### config.mk
export PLATFORM = sky130hd
export DESIGN_NAME = fib_job_dispatcher
export DESIGN_NICKNAME = d
export VERILOG_FILES = /design/src/rtl/fib_pkg.sv /design/src/rtl/fib_req_fifo.sv /design/src/rtl/fib_job_dispatcher.sv
export SDC_FILE = /design/constraint.sdc
export NUM_CORES = 1
export LEC_CHECK = 0
export CAP_MARGIN = 15
export CORE_ASPECT_RATIO = 1.1
export CORE_UTILIZATION = 50
export DETAILED_ROUTE_END_ITERATION = 8
export GPL_ROUTABILITY_DRIVEN = 0
export HOLD_SLACK_MARGIN = 0.08
export PLACE_DENSITY_LB_ADDON = 0.12
export SLEW_MARGIN = 40
export SYNTH_ARGS = -nofsm -noshare
export SYNTH_HDL_FRONTEND = slang
export SYNTH_SLANG_ARGS = --single-unit
### constraint.sdc
create_clock -name clk -period 4.1 [get_ports clk]
set_clock_uncertainty 0.15 [all_clocks]
set_input_delay 0.82 -clock clk [delete_from_list [all_inputs] [get_ports clk]]
set_output_delay 0.82 -clock clk [all_outputs]
set_load 0.02 [all_outputs]
### src/rtl/fib_pkg.sv
// ============================================================================
// fib_pkg : shared types and defaults for the Fibonacci job dispatcher
// Rev 1.0 : initial release
// ============================================================================
`default_nettype none

package fib_pkg;

  localparam int DEF_DATA_W = 16;
  localparam int DEF_MAX_N  = 24;

  typedef enum logic [2:0] {
    IDLE      = 3'd0,
    ISSUE     = 3'd1,
    WAIT_ARM  = 3'd2,
    WAIT_DONE = 3'd3,
    RESP      = 3'd4
  } state_t;

  typedef struct packed {
    logic [DEF_DATA_W-1:0] n;
    logic [DEF_DATA_W-1:0] value;
    logic                  ovf;
    logic                  err;
  } rsp_t;

endpackage

`default_nettype wire

### src/rtl/fib_req_fifo.sv
// ============================================================================
// fib_req_fifo : synchronous request FIFO, show-ahead head output
// Rev 1.0 : initial release
// ============================================================================
`default_nettype none

module fib_req_fifo
  import fib_pkg::*;
#(
  parameter int DATA_W = DEF_DATA_W,
  parameter int DEPTH  = 4
) (
  input  logic                       clk,
  input  logic                       reset,
  input  logic                       push,
  input  logic [DATA_W-1:0]          din,
  input  logic                       pop,
  output logic [DATA_W-1:0]          dout,
  output logic                       full,
  output logic                       empty,
  output logic [$clog2(DEPTH+1)-1:0] count
);

  localparam int PTR_W = $clog2(DEPTH);
  localparam int CNT_W = $clog2(DEPTH+1);

  logic [DATA_W-1:0] mem [DEPTH];
  logic [PTR_W-1:0]  wr_ptr;
  logic [PTR_W-1:0]  rd_ptr;
  logic              do_push;
  logic              do_pop;

  assign full    = (count == CNT_W'(DEPTH));
  assign empty   = (count == '0);
  assign do_push = push && !full;
  assign do_pop  = pop && !empty;
  assign dout    = mem[rd_ptr];

  // Pointers wrap naturally because DEPTH is a power of two.
  always_ff @(posedge clk or negedge reset) begin
    if (!reset) begin
      wr_ptr <= '0;
      rd_ptr <= '0;
      count  <= '0;
    end else begin
      if (do_push) wr_ptr <= wr_ptr + PTR_W'(1);
      if (do_pop)  rd_ptr <= rd_ptr + PTR_W'(1);
      case ({do_push, do_pop})
        2'b10:   count <= count + CNT_W'(1);
        2'b01:   count <= count - CNT_W'(1);
        default: count <= count;
      endcase
    end
  end

  always_ff @(posedge clk) begin
    if (do_push) mem[wr_ptr] <= din;
  end

endmodule

`default_nettype wire

### src/rtl/fib_job_dispatcher.sv
// ============================================================================
// fib_job_dispatcher : queues index requests, drives the Fibonacci core,
//                      screens out-of-range indices and guards with a watchdog
// Rev 1.0 : initial release
// ============================================================================
`default_nettype none

module fib_job_dispatcher
  import fib_pkg::*;
#(
  parameter int DATA_W         = DEF_DATA_W,
  parameter int FIFO_DEPTH     = 4,
  parameter int MAX_N          = DEF_MAX_N,
  parameter int TIMEOUT_CYCLES = 1024
) (
  input  logic              clk,
  input  logic              reset,
  input  logic              req_valid,
  output logic              req_ready,
  input  logic [DATA_W-1:0] req_n,
  output logic              core_start,
  output logic [DATA_W-1:0] core_din,
  input  logic [DATA_W-1:0] core_dout,
  input  logic              core_done,
  output logic              rsp_valid,
  input  logic              rsp_ready,
  output logic [DATA_W-1:0] rsp_n,
  output logic [DATA_W-1:0] rsp_value,
  output logic              rsp_ovf,
  output logic              rsp_err,
  output logic              busy
);

  localparam int              CNT_W   = $clog2(FIFO_DEPTH+1);
  localparam int              WD_W    = $clog2(TIMEOUT_CYCLES+1);
  localparam logic [WD_W-1:0] WD_LAST = WD_W'(TIMEOUT_CYCLES-1);

  state_t            state;
  logic [DATA_W-1:0] job_n;
  logic [DATA_W-1:0] fifo_dout;
  logic [CNT_W-1:0]  fifo_count;
  logic              fifo_full;
  logic              fifo_empty;
  logic              fifo_pop;
  logic [WD_W-1:0]   wd;
  logic              wd_expired;

  assign req_ready  = !fifo_full;
  assign fifo_pop   = (state == IDLE) && !fifo_empty;
  assign core_start = (state == ISSUE);
  assign rsp_valid  = (state == RESP);
  assign busy       = (state != IDLE) || (fifo_count != '0);
  assign wd_expired = (wd == WD_LAST);

  fib_req_fifo #(
    .DATA_W (DATA_W),
    .DEPTH  (FIFO_DEPTH)
  ) u_fifo (
    .clk   (clk),
    .reset (reset),
    .push  (req_valid && req_ready),
    .din   (req_n),
    .pop   (fifo_pop),
    .dout  (fifo_dout),
    .full  (fifo_full),
    .empty (fifo_empty),
    .count (fifo_count)
  );

  always_ff @(posedge clk or negedge reset) begin
    if (!reset) begin
      state     <= IDLE;
      job_n     <= '0;
      core_din  <= '0;
      wd        <= '0;
      rsp_n     <= '0;
      rsp_value <= '0;
      rsp_ovf   <= 1'b0;
      rsp_err   <= 1'b0;
    end else begin
      case (state)
        IDLE: begin
          if (!fifo_empty) begin
            job_n <= fifo_dout;
            if (fifo_dout > DATA_W'(MAX_N)) begin
              rsp_n     <= fifo_dout;
              rsp_value <= '0;
              rsp_ovf   <= 1'b1;
              rsp_err   <= 1'b0;
              state     <= RESP;
            end else begin
              core_din <= fifo_dout;
              state    <= ISSUE;
            end
          end
        end
        ISSUE: begin
          wd    <= '0;
          state <= WAIT_ARM;
        end
        // A done level left over from the previous job must drop first.
        WAIT_ARM: begin
          wd <= wd + WD_W'(1);
          if (wd_expired) begin
            rsp_n     <= job_n;
            rsp_value <= '0;
            rsp_ovf   <= 1'b0;
            rsp_err   <= 1'b1;
            state     <= RESP;
          end else if (!core_done) begin
            state <= WAIT_DONE;
          end
        end
        WAIT_DONE: begin
          wd <= wd + WD_W'(1);
          if (core_done) begin
            rsp_n     <= job_n;
            rsp_value <= core_dout;
            rsp_ovf   <= 1'b0;
            rsp_err   <= 1'b0;
            state     <= RESP;
          end else if (wd_expired) begin
            rsp_n     <= job_n;
            rsp_value <= '0;
            rsp_ovf   <= 1'b0;
            rsp_err   <= 1'b1;
            state     <= RESP;
          end
        end
        RESP: begin
          if (rsp_ready) state <= IDLE;
        end
        default: state <= IDLE;
      endcase
    end
  end

endmodule

`default_nettype wire
==> impl_metrics.csv <==
group,metric,value,unit
final_layout,drive_above_1_share,17.7,%
power,pwr-share-seq,40.0,%
global_route,grt_max_degree,78,
setup_path,r2r_cells,6,
clock_network,cts.sinks,151,
synthesis,synth_top_area_cell,"dfrtp_1",
global_route,grt_pass1_vias,3912,
die,die_area,12600,um^2
synthesis,synthFlopType,"dfrtp_1",
detailed_routing,drt_iter0_drc,368,
timing,rsz0062_at_grt,"false",
final_layout,layout-area-overhead-vs-synth,28.2,%
synthesis,syn_nets,430,
clock_network,max-clock-path-buffers,2,
global_route,antenna_found_initial,0,
power,swShare,31.2,%
clock_network,clockRootBuffer,"clkbuf_16",
clock_network,cts_tree,"built",
setup_path,r2r-start,"u_fifo.rd_ptr[0]",
synthesis,synth_top_area_share,35.7,%
timing,tightest_slew,695,ps
timing,slew_headroom,53.5,%
setup_path,critical_path_class,"register to register",
power,ir_worst_vdd,0.417,mV
clock_network,htreeDepth,4,
timing,finalSetupViolations,0,
timing,finalHoldViolCount,0,
synthesis,syn_inst,386,
setup_path,crit_required,4240,ps
clock_network,insertion_delay,410,ps
timing,clock.fmax,304,MHz
power,p_per_area,699,nW/um^2
placement,io_buffers,90,
final_layout,fill_cells,830,
clock_network,cts_resized,0,
synthesis,seq_area_frac_synth,67.2,%
setup_path,reg2reg_to,"core_din[0]",
detailed_routing,drc,0,
placement,dp_hpwl,8360,um
clock_network,clk_pin_slew,60,ps
detailed_routing,routedWlPerCell,19.7,um
synthesis,ys_ff_latch,151,
synthesis,yosys_warnings,0,
detailed_routing,wl,12800,um
power,switchingPower,0.00170,W
synthesis,synth_cell_types,51,
timing,fin_crit,3290,ps
power,leakagePower,3.17,nW
setup_path,cp-end-kind,"register",
power,comb_power_share,30.4,%
power,p_int,0.00376,W
setup_path,crit_fanout,16,
timing,fin_crit_sh,80.2,%
die,initial_core_util,52.2,%
setup_path,cp_num_buf_inv,1,
die,dieWidth,107,um
setup_path,path_cells,"buf_4, mux4_2, nor4_2, nand2_2, nor3_4, mux2_1",
setup_path,slowest_stage,"nor3_4",
detailed_routing,vias_per_cell,5.82,
detailed_routing,dr.pass1.iters,7,
setup_path,crit_path_max_incr_delay,590,ps
final_layout,post-route-util,66.9,%
detailed_routing,vias,3761,
synthesis,synth-edff-count,64,
timing,drv_slew,0,
detailed_routing,antenna_left,0,
final_layout,final_common_cell,"clkdlybuf4s50_1",
setup_path,rrSetupSlack,810,ps
timing,hold_slack,266,ps
clock_network,numCtsBuffers,17,
final_layout,layout.nets,527,
worst_hold_path,min_path_type,"input port to async pin",
synthesis,yosys-top-cells-area,"dfrtp_1 (36%), edfxtp_1 (32%), mux4_2 (5.9%)",
outcome,outcome,"complete, no violations",
final_layout,final_cell_mix,"clkdlybuf4s50_1 (89), dfrtp_1 (87), edfxtp_1 (64)",
clock_network,cts_setup_buffers,0,
setup_path,cpLargestDelayFamily,"simple AND/OR/NAND/NOR gates",
die,die_h,118,um
synthesis,synth-async-reset-ratio,57.6,%
setup_path,cp.arrival,3430,ps
die,core,11700,um^2
die,rows,41,
timing,tns,0,ps
synthesis,syn_area,6100,um^2
clock_network,ctsHoldBuffers,0,
run,max-cap-violations,0,
global_route,grt_pass1_wl,20900,um
global_route,globalRouteTotalUtil,22.0,%
power,clockPowerShare,29.6,%
synthesis,avgSynthCellArea,15.8,um^2
die,io_pins,91,
final_layout,n_antenna_cell,0,
setup_path,startpoint_type,"register",
global_route,grt_overflow,0,
## cells in the mapped netlist (all sizes together), types with 3 or more instances
master / count
a222oi: 16
a22o: 20
and2: 3
and3: 7
buf: 8
clkbuf: 14
dfrtp: 87
edfxtp: 64
ha: 6
inv: 7
mux2: 22
mux4: 16
nand2: 13
nand3: 7
nor2: 11
nor2b: 14
nor3: 5
o21ai: 13
o2bb2ai: 17
o31ai: 4
xnor2: 3
xor2: 3
## power by group through the flow
stage / logic [W] / registers (W) / clock network [W]
2_1_floorplan: 0.00107 / 0.00221 / 0
3_3_place_gp: 0.00159 / 0.00220 / 0
3_5_place_dp: 0.00165 / 0.00221 / 0
4_1_cts: 0.00166 / 0.00219 / 0.00165
5_1_grt: 0.00181 / 0.00223 / 0.00172
6_report: 0.00166 / 0.00219 / 0.00162
## area by class of cell
cell class / instances / area (um^2) / share of cell area [%]
inverter: 7 / 26.3 / 0.336
sequential: 151 / 4100 / 52.4
tap: 150 / 188 / 2.40
clock buffer: 17 / 425 / 5.44
timing repair buffer: 100 / 981 / 12.5
multi-input combinational: 206 / 1900 / 24.3
clock inverter: 15 / 203 / 2.59
## state kept, by name (all words and copies together) (netlist names)
name	count
job_n	16
u_fifo.wr_ptr	2
rsp_ovf	1
rsp_value	16
rsp_n	16
state	3
u_fifo.mem	64
u_fifo.rd_ptr	2
core_din	16
wd	11
rsp_err	1
u_fifo.count	3
## stage by stage
| stage | setup slack, ps | std cells | total power (W) | instance area, um^2 |
|---|---|---|---|---|
| final | 810 | 646 | 0.00547 | 7820 |
| after global routing | 619 | 646 | 0.00576 | 7820 |
| after floorplan | 1260 | 386 | 0.00328 | 6100 |
| after CTS | 775 | 646 | 0.00550 | 7800 |
| after global placement | 873 | 613 | 0.00379 | 7150 |
| after detailed placement | 794 | 614 | 0.00385 | 7170 |
## routing by layer
layer	share of wire [%]	GRT usage, %	vias to the layer above
met5	0	0	-
met4	1.3	7.79	0
met3	5.6	5.15	15
met2	49	35.2	146
met1	44	29.5	1879
li1	-	-	1721
## how the worst max path moves through the flow
stage	start	endpoint	slack, ps	cells after the start
floorplan	state[0]	u_fifo.count[2]	1260	11
global route	u_fifo.rd_ptr[0]	core_din[3]	620	6
global placement	u_fifo.rd_ptr[0]	core_din[1]	870	6
CTS	u_fifo.rd_ptr[0]	core_din[0]	770	6
finish	u_fifo.rd_ptr[0]	core_din[0]	810	6
detailed placement	u_fifo.rd_ptr[0]	core_din[0]	790	6
## cells by family (layout without fill, tap and decap cells)
kind of cell | count (synthesis) | count (layout) | share of synthesized area (%)
flip-flops | 151 | 151 | 67.2
XOR/XNOR | 6 | 6 | 0.862
buffers and inverters | 29 | 139 | 2.15
AND/OR/NAND/NOR | 71 | 71 | 6.75
AO/OA/AOI/OAI | 83 | 83 | 11.3
multiplexers | 39 | 39 | 10.1
adder cells (fa/ha/maj) | 7 | 7 | 1.56
No activity file was read; power rests on OpenSTA's default activity.
